[config.mk]
export PLATFORM = sky130hd
export DESIGN_NAME = dbus_bridge_flat
export DESIGN_NICKNAME = d
export VERILOG_FILES = /design/src/rtl/dbus_bridge_if.sv /design/src/rtl/dbus_bridge.sv /design/src/flat_wrapper.sv
export SDC_FILE = /design/constraint.sdc
export NUM_CORES = 1
export LEC_CHECK = 0
export CORE_ASPECT_RATIO = 1.25
export CORE_MARGIN = 4
export CORE_UTILIZATION = 41
export DETAILED_ROUTE_END_ITERATION = 10
export PLACE_DENSITY_LB_ADDON = 0.08
export SYNTH_ARGS = -nofsm -noshare
export SYNTH_HDL_FRONTEND = slang
export SYNTH_SLANG_ARGS = --single-unit
[constraint.sdc]
create_clock -name clk -period 2.55 [get_ports clk]
set_clock_uncertainty 0.1 [all_clocks]
set_input_delay 0.3825 -clock clk [delete_from_list [all_inputs] [get_ports clk]]
set_output_delay 0.3825 -clock clk [all_outputs]
set_load 0.05 [all_outputs]
[src/rtl/dbus_bridge_if.sv]
//------------------------------------------------------------------------------
// Module  : dbus_bridge_if
// Brief   : Core-side load/store signals and slave-side bus signals of the bridge
// Revision: 1.0
//------------------------------------------------------------------------------
`default_nettype none

interface dbus_bridge_if #(
    parameter int DATA_WIDTH = 32,
    parameter int ADDR_WIDTH = 32,
    parameter int NUM_SLAVES = 2
);
    logic                           MemRead;
    logic                           MemWrite;
    logic [ADDR_WIDTH-1:0]          m_addr;
    logic [DATA_WIDTH-1:0]          m_wr_dat;
    logic [DATA_WIDTH/8-1:0]        m_be;
    logic [DATA_WIDTH-1:0]          m_rd_dat;
    logic                           m_ready;
    logic                           m_err;

    logic [NUM_SLAVES-1:0]          s_sel;
    logic                           s_rd_en;
    logic                           s_wr_en;
    logic [ADDR_WIDTH-1:0]          s_addr;
    logic [DATA_WIDTH-1:0]          s_wr_dat;
    logic [DATA_WIDTH/8-1:0]        s_be;
    logic [NUM_SLAVES*DATA_WIDTH-1:0] s_rd_dat;
    logic [NUM_SLAVES-1:0]          s_ack;

    // Bridge view: serves the core, drives the slaves
    modport slave (
        input  MemRead, MemWrite, m_addr, m_wr_dat, m_be, s_rd_dat, s_ack,
        output m_rd_dat, m_ready, m_err, s_sel, s_rd_en, s_wr_en, s_addr,
               s_wr_dat, s_be
    );

    // Environment view: core requests plus slave responses
    modport master (
        output MemRead, MemWrite, m_addr, m_wr_dat, m_be, s_rd_dat, s_ack,
        input  m_rd_dat, m_ready, m_err, s_sel, s_rd_en, s_wr_en, s_addr,
               s_wr_dat, s_be
    );
endinterface

`default_nettype wire

[src/rtl/dbus_bridge.sv]
//------------------------------------------------------------------------------
// Module  : dbus_bridge
// Brief   : Decodes core load/store requests onto NUM_SLAVES memory-mapped slaves
//           with ack handshake, byte enables, and unmapped/timeout error response
// Revision: 1.0
//------------------------------------------------------------------------------
`default_nettype none

module dbus_bridge #(
    parameter int DATA_WIDTH = 32,
    parameter int ADDR_WIDTH = 32,
    parameter int NUM_SLAVES = 2,
    parameter logic [NUM_SLAVES*ADDR_WIDTH-1:0] SLAVE_BASE = {32'h8000_0000, 32'h0000_0000},
    parameter logic [NUM_SLAVES*ADDR_WIDTH-1:0] SLAVE_MASK = {32'hFFFF_F000, 32'hFFFF_0000},
    parameter int TIMEOUT    = 15
) (
    input  logic            clk,
    input  logic            reset,
    dbus_bridge_if.slave    bus
);
    localparam int BE_W  = DATA_WIDTH / 8;
    localparam int CNT_W = (TIMEOUT < 1) ? 1 : $clog2(TIMEOUT + 1);

    localparam logic [1:0] S_IDLE   = 2'd0;
    localparam logic [1:0] S_ACCESS = 2'd1;
    localparam logic [1:0] S_ERR    = 2'd2;
    localparam logic [1:0] S_RESP   = 2'd3;

    logic [1:0]            state_q, state_d;
    logic [CNT_W-1:0]      cnt_q,   cnt_d;
    logic [NUM_SLAVES-1:0] sel_q,   sel_d;
    logic                  wr_q,    wr_d;
    logic                  err_q,   err_d;
    logic [ADDR_WIDTH-1:0] addr_q,  addr_d;
    logic [DATA_WIDTH-1:0] wdat_q,  wdat_d;
    logic [BE_W-1:0]       be_q,    be_d;
    logic [DATA_WIDTH-1:0] rdat_q,  rdat_d;

    logic [NUM_SLAVES-1:0] w_match_sel;
    logic [ADDR_WIDTH-1:0] w_match_mask;
    logic [DATA_WIDTH-1:0] w_slv_rdat;
    logic                  w_ack;

    // Scanning from the top index down lets the lowest matching slave win
    always_comb begin
        w_match_sel  = '0;
        w_match_mask = '0;
        for (int i = NUM_SLAVES - 1; i >= 0; i--) begin
            if ((bus.m_addr & SLAVE_MASK[i*ADDR_WIDTH +: ADDR_WIDTH]) ==
                SLAVE_BASE[i*ADDR_WIDTH +: ADDR_WIDTH]) begin
                w_match_sel    = '0;
                w_match_sel[i] = 1'b1;
                w_match_mask   = SLAVE_MASK[i*ADDR_WIDTH +: ADDR_WIDTH];
            end
        end
    end

    always_comb begin
        w_slv_rdat = '0;
        for (int i = 0; i < NUM_SLAVES; i++) begin
            if (sel_q[i]) begin
                w_slv_rdat = w_slv_rdat | bus.s_rd_dat[i*DATA_WIDTH +: DATA_WIDTH];
            end
        end
    end

    assign w_ack = |(bus.s_ack & sel_q);

    always_ff @(posedge clk or negedge reset) begin
        if (!reset) begin
            state_q <= S_IDLE;
            cnt_q   <= '0;
            sel_q   <= '0;
            wr_q    <= 1'b0;
            err_q   <= 1'b0;
            addr_q  <= '0;
            wdat_q  <= '0;
            be_q    <= '0;
            rdat_q  <= '0;
        end else begin
            state_q <= state_d;
            cnt_q   <= cnt_d;
            sel_q   <= sel_d;
            wr_q    <= wr_d;
            err_q   <= err_d;
            addr_q  <= addr_d;
            wdat_q  <= wdat_d;
            be_q    <= be_d;
            rdat_q  <= rdat_d;
        end
    end

    always_comb begin
        state_d = state_q;
        cnt_d   = cnt_q;
        sel_d   = sel_q;
        wr_d    = wr_q;
        err_d   = err_q;
        addr_d  = addr_q;
        wdat_d  = wdat_q;
        be_d    = be_q;
        rdat_d  = rdat_q;
        case (state_q)
            S_IDLE: begin
                if (bus.MemRead ^ bus.MemWrite) begin
                    wr_d   = bus.MemWrite;
                    addr_d = bus.m_addr & ~w_match_mask;
                    wdat_d = bus.m_wr_dat;
                    be_d   = bus.m_be;
                    sel_d  = w_match_sel;
                    if (|w_match_sel) begin
                        state_d = S_ACCESS;
                        cnt_d   = '0;
                    end else begin
                        state_d = S_ERR;
                    end
                end else if (bus.MemRead && bus.MemWrite) begin
                    state_d = S_ERR;
                end
            end
            S_ACCESS: begin
                // An ack on the same cycle the counter expires takes priority
                if (w_ack) begin
                    if (!wr_q) begin
                        rdat_d = w_slv_rdat;
                    end
                    err_d   = 1'b0;
                    state_d = S_RESP;
                end else begin
                    cnt_d = cnt_q + CNT_W'(1);
                    if ((TIMEOUT != 0) && (cnt_d == CNT_W'(TIMEOUT))) begin
                        state_d = S_ERR;
                    end
                end
            end
            S_ERR: begin
                err_d   = 1'b1;
                rdat_d  = '0;
                state_d = S_RESP;
            end
            S_RESP: begin
                state_d = S_IDLE;
            end
            default: begin
                state_d = S_IDLE;
            end
        endcase
    end

    always_comb begin
        bus.s_sel    = (state_q == S_ACCESS) ? sel_q : '0;
        bus.s_rd_en  = (state_q == S_ACCESS) && !wr_q;
        bus.s_wr_en  = (state_q == S_ACCESS) && wr_q;
        bus.s_addr   = addr_q;
        bus.s_wr_dat = wdat_q;
        bus.s_be     = be_q;
        bus.m_ready  = (state_q == S_RESP);
        bus.m_err    = (state_q == S_RESP) && err_q;
        bus.m_rd_dat = rdat_q;
    end

endmodule

`default_nettype wire

[src/flat_wrapper.sv]
// flat-port wrapper written by rule: the top's interface ports become plain ports
module dbus_bridge_flat 
#(
    parameter int DATA_WIDTH = 32,
    parameter int ADDR_WIDTH = 32,
    parameter int NUM_SLAVES = 2,
    parameter logic [NUM_SLAVES*ADDR_WIDTH-1:0] SLAVE_BASE = {32'h8000_0000, 32'h0000_0000},
    parameter logic [NUM_SLAVES*ADDR_WIDTH-1:0] SLAVE_MASK = {32'hFFFF_F000, 32'hFFFF_0000},
    parameter int TIMEOUT    = 15
)
  (clk, reset, bus_MemRead, bus_MemWrite, bus_m_addr, bus_m_wr_dat, bus_m_be, bus_s_rd_dat, bus_s_ack, bus_m_rd_dat, bus_m_ready, bus_m_err, bus_s_sel, bus_s_rd_en, bus_s_wr_en, bus_s_addr, bus_s_wr_dat, bus_s_be);
  dbus_bridge_if #(.DATA_WIDTH(DATA_WIDTH), .ADDR_WIDTH(ADDR_WIDTH), .NUM_SLAVES(NUM_SLAVES)) bus_i ();
  input  logic clk;
  input  logic reset;
  input wire logic [$bits(bus_i.MemRead)-1:0] bus_MemRead;
  input wire logic [$bits(bus_i.MemWrite)-1:0] bus_MemWrite;
  input wire logic [$bits(bus_i.m_addr)-1:0] bus_m_addr;
  input wire logic [$bits(bus_i.m_wr_dat)-1:0] bus_m_wr_dat;
  input wire logic [$bits(bus_i.m_be)-1:0] bus_m_be;
  input wire logic [$bits(bus_i.s_rd_dat)-1:0] bus_s_rd_dat;
  input wire logic [$bits(bus_i.s_ack)-1:0] bus_s_ack;
  output wire logic [$bits(bus_i.m_rd_dat)-1:0] bus_m_rd_dat;
  output wire logic [$bits(bus_i.m_ready)-1:0] bus_m_ready;
  output wire logic [$bits(bus_i.m_err)-1:0] bus_m_err;
  output wire logic [$bits(bus_i.s_sel)-1:0] bus_s_sel;
  output wire logic [$bits(bus_i.s_rd_en)-1:0] bus_s_rd_en;
  output wire logic [$bits(bus_i.s_wr_en)-1:0] bus_s_wr_en;
  output wire logic [$bits(bus_i.s_addr)-1:0] bus_s_addr;
  output wire logic [$bits(bus_i.s_wr_dat)-1:0] bus_s_wr_dat;
  output wire logic [$bits(bus_i.s_be)-1:0] bus_s_be;
  assign bus_i.MemRead = bus_MemRead;
  assign bus_i.MemWrite = bus_MemWrite;
  assign bus_i.m_addr = bus_m_addr;
  assign bus_i.m_wr_dat = bus_m_wr_dat;
  assign bus_i.m_be = bus_m_be;
  assign bus_i.s_rd_dat = bus_s_rd_dat;
  assign bus_i.s_ack = bus_s_ack;
  assign bus_m_rd_dat = bus_i.m_rd_dat;
  assign bus_m_ready = bus_i.m_ready;
  assign bus_m_err = bus_i.m_err;
  assign bus_s_sel = bus_i.s_sel;
  assign bus_s_rd_en = bus_i.s_rd_en;
  assign bus_s_wr_en = bus_i.s_wr_en;
  assign bus_s_addr = bus_i.s_addr;
  assign bus_s_wr_dat = bus_i.s_wr_dat;
  assign bus_s_be = bus_i.s_be;
  dbus_bridge #(.DATA_WIDTH(DATA_WIDTH), .ADDR_WIDTH(ADDR_WIDTH), .NUM_SLAVES(NUM_SLAVES), .SLAVE_BASE(SLAVE_BASE), .SLAVE_MASK(SLAVE_MASK), .TIMEOUT(TIMEOUT)) u_core (.clk(clk), .reset(reset), .bus(bus_i));
endmodule
==> results of run 1 <==
## Yosys cell counts (all sizes together)
master / instances / area (µm²)
o21ai: 5 / 25.02
a41oi: 2 / 17.52
a22oi: 33 / 247.7
mux2: 89 / 1002
clkbuf: 17 / 63.81
a22o: 12 / 113.9
o41ai: 1 / 27.53
buf: 10 / 62.55
a211oi: 1 / 7.510
a311oi: 1 / 8.760
nand2b: 4 / 25.02
inv: 6 / 22.52
nand4b: 2 / 17.52
nand4: 1 / 6.260
and4: 1 / 8.760
o2bb2ai: 1 / 8.760
o31ai: 4 / 35.03
a211o: 1 / 8.760
a311o: 3 / 30.03
nor2: 36 / 135.1
nand3: 6 / 30.03
or4: 2 / 15.01
nor3: 3 / 15.01
nor2b: 1 / 6.260
a21o: 1 / 7.510
and2: 4 / 25.02
o211ai: 2 / 15.01
nor4: 3 / 37.54
nand3b: 2 / 15.01
nand2: 11 / 41.29
dfrtp: 110 / 2753
a31oi: 1 / 6.260
a21bo: 1 / 10.01
ha: 8 / 100.1
or4b: 1 / 13.76
a21oi: 6 / 30.03
## layout make-up
cell class	instances	area (µm²)
Clock inverter	7	85.08
Fill cell	918	3764
Clock buffer	9	225.2
Multi-Input combinational cell	249	2096
Sequential cell	110	2753
Timing Repair Buffer	258	2635
Tap cell	161	201.4
Inverter	6	22.52
## metal layers
metal	up-vias	part of all wire	global-route usage
li1	1922	-	-
met1	1975	0.37	0.2235
met2	188	0.50	0.3582
met3	19	0.11	0.08979
met4	0	0.021	0.06183
met5	-	0	0
## state kept, by name (all words and copies together) (netlist names)
register	cells
u_core.bus.s_addr	32
u_core.bus.s_be	4
u_core.cnt_q	4
u_core.bus.m_rd_dat	32
u_core.err_q	1
u_core.bus.s_wr_dat	32
u_core.state_q	2
u_core.wr_q	1
u_core.sel_q	2
## worst paths after layout
check	end	depth (start not counted)	from	slack, ps
setup / recovery	bus_m_err	3	u_core.state_q[0]	170
min in group asynchronous	u_core.bus.m_rd_dat[6]	2	reset	470
setup reg to reg	u_core.bus.m_rd_dat[14]	6	u_core.state_q[1]	620
max in group asynchronous	u_core.bus.s_addr[21]	3	reset	1180
hold reg to reg	u_core.bus.m_rd_dat[8]	1	u_core.bus.m_rd_dat[8]	400
hold / removal	u_core.bus.m_rd_dat[8]	1	u_core.bus.m_rd_dat[8]	400
## report_power, final
| group | switching (W) | leakage [nW] | internal (W) |
|---|---|---|---|
| sequential | 0.000420 | 1.37 | 0.00249 |
| combinational | 0.00397 | 1.85 | 0.00262 |
| clock | 0.000661 | 0.149 | 0.000775 |
| total | 0.00505 | 3.37 | 0.00588 |
## kinds of logic (layout without fill, tap and decap cells)
family                   Yosys count  in the layout  share of synthesized area
AND/OR/NAND/NOR                   77             77                    0.07841
multiplexers                      89             89                     0.2007
flip-flops                       110            110                     0.5511
adder cells (fa/ha/maj)            8              8                    0.02004
AO/OA/AOI/OAI                     75             75                     0.1200
buffers and inverters             33            280                    0.02981
## repair_timing
action                                 4_1_cts  5_1_grt
setup endpoints to repair                    0        0
endpoints found under the hold margin       42        0
hold buffers                                 1        0
## per-stage QoR
stage	util	hold slack [ps]	cells	setup slack, ps
floorplan	-	-13.09	392	193.1
global placement	0.6534	315.9	783	177.9
detailed placement	0.6534	328.7	783	137.5
CTS	0.6805	407.4	800	144.5
global route	0.6805	419.3	800	78.47
finish	0.6805	403.8	800	166.0
==> results.cfg, run 1 <==
[floorplan]
dieArea_um2 = 14020
rows = 44
io_pins = 244
chipHeight_um = 131.4
initial_utilization = 0.4240
die_w_um = 106.7
core_um2 = 11780

[worst_setup_path]
critPathCaptureType = output port
critPathSlowestCell = clkdlybuf4s50_1
cp_slowest_stage_delay_ps = 830
path_class = reg2out
worst-path-max-fanout = 4
startpoint_type = flop
crit_family = buffers and inverters
cp_num_buf_inv = 1
crit_required_ps = 2070
worstPathCellList = ha_1, and2_1, clkdlybuf4s50_1
cp.arrival_ps = 1900

[cells_and_area]
syn_to_final_growth_pct = 60.52
most-common-layout-cells = clkdlybuf4s50_1 (238), dfrtp_1 (110), mux2_2 (89)
insertedDiodeCount = 0
finalInstanceArea_um2 = 8018
final_common_cell = clkdlybuf4s50_1
drive_gt1_frac = 0.2081
fin_nets = 780

[clocking]
path_clk_slew_ps = 70
ctsResizeCount = 0
cts_root_buffer = clkbuf_16
postCtsSetupRepairBufs = 0
htree_levels = 3
cts_sinks = 110
cts_tree = built
clk_path_buf_depth = 2
clkLatencyLatePin_ps = 350
cts_inserted_buffers = 9

[drt]
viasPerCell = 5.130
remaining_drc_errors = 0
wl_per_cell_um = 17.88
dr_total_vias = 4104
routed_wl_um = 14300
ant_nets = 0
drt_iter0_drc = 220
drtPass1Iterations = 4

[logic_synthesis]
synth_nets = 538
yosysSeqAreaShare = 0.5511
synth_area_um2 = 4995
syn_inst = 392
yosysUniqueCellTypes = 42
synth_seq_cells = 110
synth.avg_cell_area_um2 = 12.74
yosysWarnings = 0

[place]
place_area_um2 = 7697
place_hpwl_um = 11100
port_buffers = 243
gp_congestion = 0.7946

[power_and_ir_drop]
power_w = 0.01093
powerDensity_nw_per_um2 = 1364
p_leak_nw = 3.370
ir_drop_mv = 0.8608

[sta]
relSlewSlack = 0.3792
setup_tns_ps = 0
rsz0062_at_grt = no
period_needed_ps = 2384
min_period_over_period = 0.9349
worst_pin_slew_ps = 931.1
fmax_ghz = 0.4195
final_hold_viol_count = 0
report.final.slew_viol_count = 0
setup_viol = 0

[grt]
grt_use_total = 0.2052
antenna_found_initial = 0
grt_max_degree = 59
overflow = 0
grt_pass1_wl_um = 22980
grt_pass1_vias = 4480

[worst_hold_path]
hold_class = reg2reg

[status]
status = finished, final reports clean

[flow_run]
drv_cap = 0
Power figures use the tool's default switching activity.
==> run 2, diff against run 1 <==
Settings changed: CORE_UTILIZATION 41 to 30, CTS_CLUSTER_DIAMETER from default to 200.
==> results.cfg, run 2 (same netlist as run 1, synthesis figures left out) <==
[floorplan]
core_um2 = 16270
die_w_um = 123.4
chipHeight_um = 152.3
initial_utilization = 0.3071
dieArea_um2 = 18790
rows = 52
io_pins = 244

[sta]
final_hold_viol_count = 0
setup_viol = 0
rsz0062_at_grt = no
report.final.slew_viol_count = 0
fmax_ghz = 0.4212
period_needed_ps = 2374
relSlewSlack = 0.3424
min_period_over_period = 0.9310
setup_tns_ps = 0
worst_pin_slew_ps = 986.4

[drt]
viasPerCell = 4.779
routed_wl_um = 14940
ant_nets = 0
dr_total_vias = 4091
wl_met3_um = 1727
drtPass1Iterations = 4
wl_per_cell_um = 17.45
remaining_drc_errors = 0
wl_met2_um = 7169
drt_iter0_drc = 131
wirelength_met1_um = 5761
top_layer = met4

[clocking]
cts_tree = built
path_clk_slew_ps = 70
clkLatencyLatePin_ps = 350
postCtsSetupRepairBufs = 0
clk_path_buf_depth = 2
htree_levels = 3
cts_root_buffer = clkbuf_16
cts_inserted_buffers = 9
cts_sinks = 110

[grt]
overflow = 0
grt_use_total = 0.1550
grt_pass1_vias = 4485
antenna_found_initial = 0
grt_pass1_wl_um = 22910
grt_max_degree = 60

[worst_hold_path]
hold_class = in2async

[worst_setup_path]
cp_slowest_stage_delay_ps = 820
critPathCaptureType = output port
cp.arrival_ps = 1890
startpoint_type = flop
critPathSlowestCell = clkdlybuf4s50_1
worstPathCellList = ha_1, and2_1, clkdlybuf4s50_1
path_class = reg2out
crit_required_ps = 2070
worst-path-max-fanout = 4

[cells_and_area]
syn_to_final_growth_pct = 61.52
final_common_cell = clkdlybuf4s50_1
most-common-layout-cells = clkdlybuf4s50_1 (238), dfrtp_1 (110), mux2_2 (89)
post-route-util = 0.4960
insertedDiodeCount = 0
fin_nets = 781
drive_gt1_frac = 0.2078

[place]
port_buffers = 243
place_hpwl_um = 11640
gp_congestion = 0.7629

[status]
status = finished, final reports clean

[power_and_ir_drop]
ir_drop_mv = 0.7022
powerDensity_nw_per_um2 = 1343
p_leak_nw = 3.366

[flow_run]
drv_cap = 0
[run 2: changes by cell type in the layout (fill, tap and decap cells not counted)]
cell | before | now
buf_4 | 11 | 12
bufinv_16 | 1 | 0
clkbuf_1 | 0 | 1
clkbuf_8 | 0 | 1
clkinv_4 | 2 | 1
clkinv_8 | 1 | 0
inv_8 | 0 | 1
[run 2: path summary, 6_finish.rpt]
kind                                        start                       to  slack, ps  cells past startpoint
setup reg to reg                u_core.state_q[0]    u_core.bus.s_addr[22]        590                      5
setup / recovery                u_core.state_q[0]                bus_m_err        180                      3
hold / removal                              reset  u_core.bus.m_rd_dat[10]        390                      2
min in group clk           u_core.bus.m_rd_dat[1]   u_core.bus.m_rd_dat[1]        400                      1
hold reg to reg            u_core.bus.m_rd_dat[1]   u_core.bus.m_rd_dat[1]        400                      1
max in group asynchronous                   reset          u_core.sel_q[1]       1270                      3
[run 2: per-stage QoR]
step | total power, W | hold slack (ps) | setup slack (ps) | area [µm²] | cells
floorplan | 0.007264 | -13.09 | 193.1 | 4995 | 392
global placement | 0.009523 | 235.2 | 87.56 | 7774 | 839
detailed placement | 0.009608 | 231.9 | 38.07 | 7774 | 839
CTS | 0.01102 | 387.5 | 126.4 | 8068 | 856
global route | 0.01143 | 417.0 | 85.81 | 8068 | 856
finish | 0.01083 | 388.1 | 176.0 | 8068 | 856
[run 2: area by class of cell]
cell class / count / area, µm²
clock buffers: 11 / 242.7
inverters: 6 / 22.52
clock inverters: 5 / 41.29
well taps: 216 / 270.3
repair buffers: 259 / 2643
multi-input cells: 249 / 2096
fillers: 1468 / 8198
flip-flops and latches: 110 / 2753
[run 2: metal layers]
layer	GRT usage	vias up
li1	-	1919
met2	0.2608	185
met1	0.1755	1973
met4	0.05805	0
met3	0.06053	14
met5	0	-
[run 2: power breakdown]
part           switching, W  internal (W)  leakage [nW]
Sequential         0.000417       0.00249          1.37
Clock              0.000661      0.000702         0.138
Combinational       0.00397       0.00260          1.86
[run 2: critical path, delay by kind of cell (launching register included)]
family / cells / cell delay, ps
adder cells (fa/ha/maj): 1 / 190
buffers and inverters: 1 / 820
flip-flops: 1 / 400
AND/OR/NAND/NOR: 1 / 130
[run 2: what timing repair did]
item                      CTS  global route
hold endpoints to repair   27             0
resized for setup           0             0
hold buffers                1             0
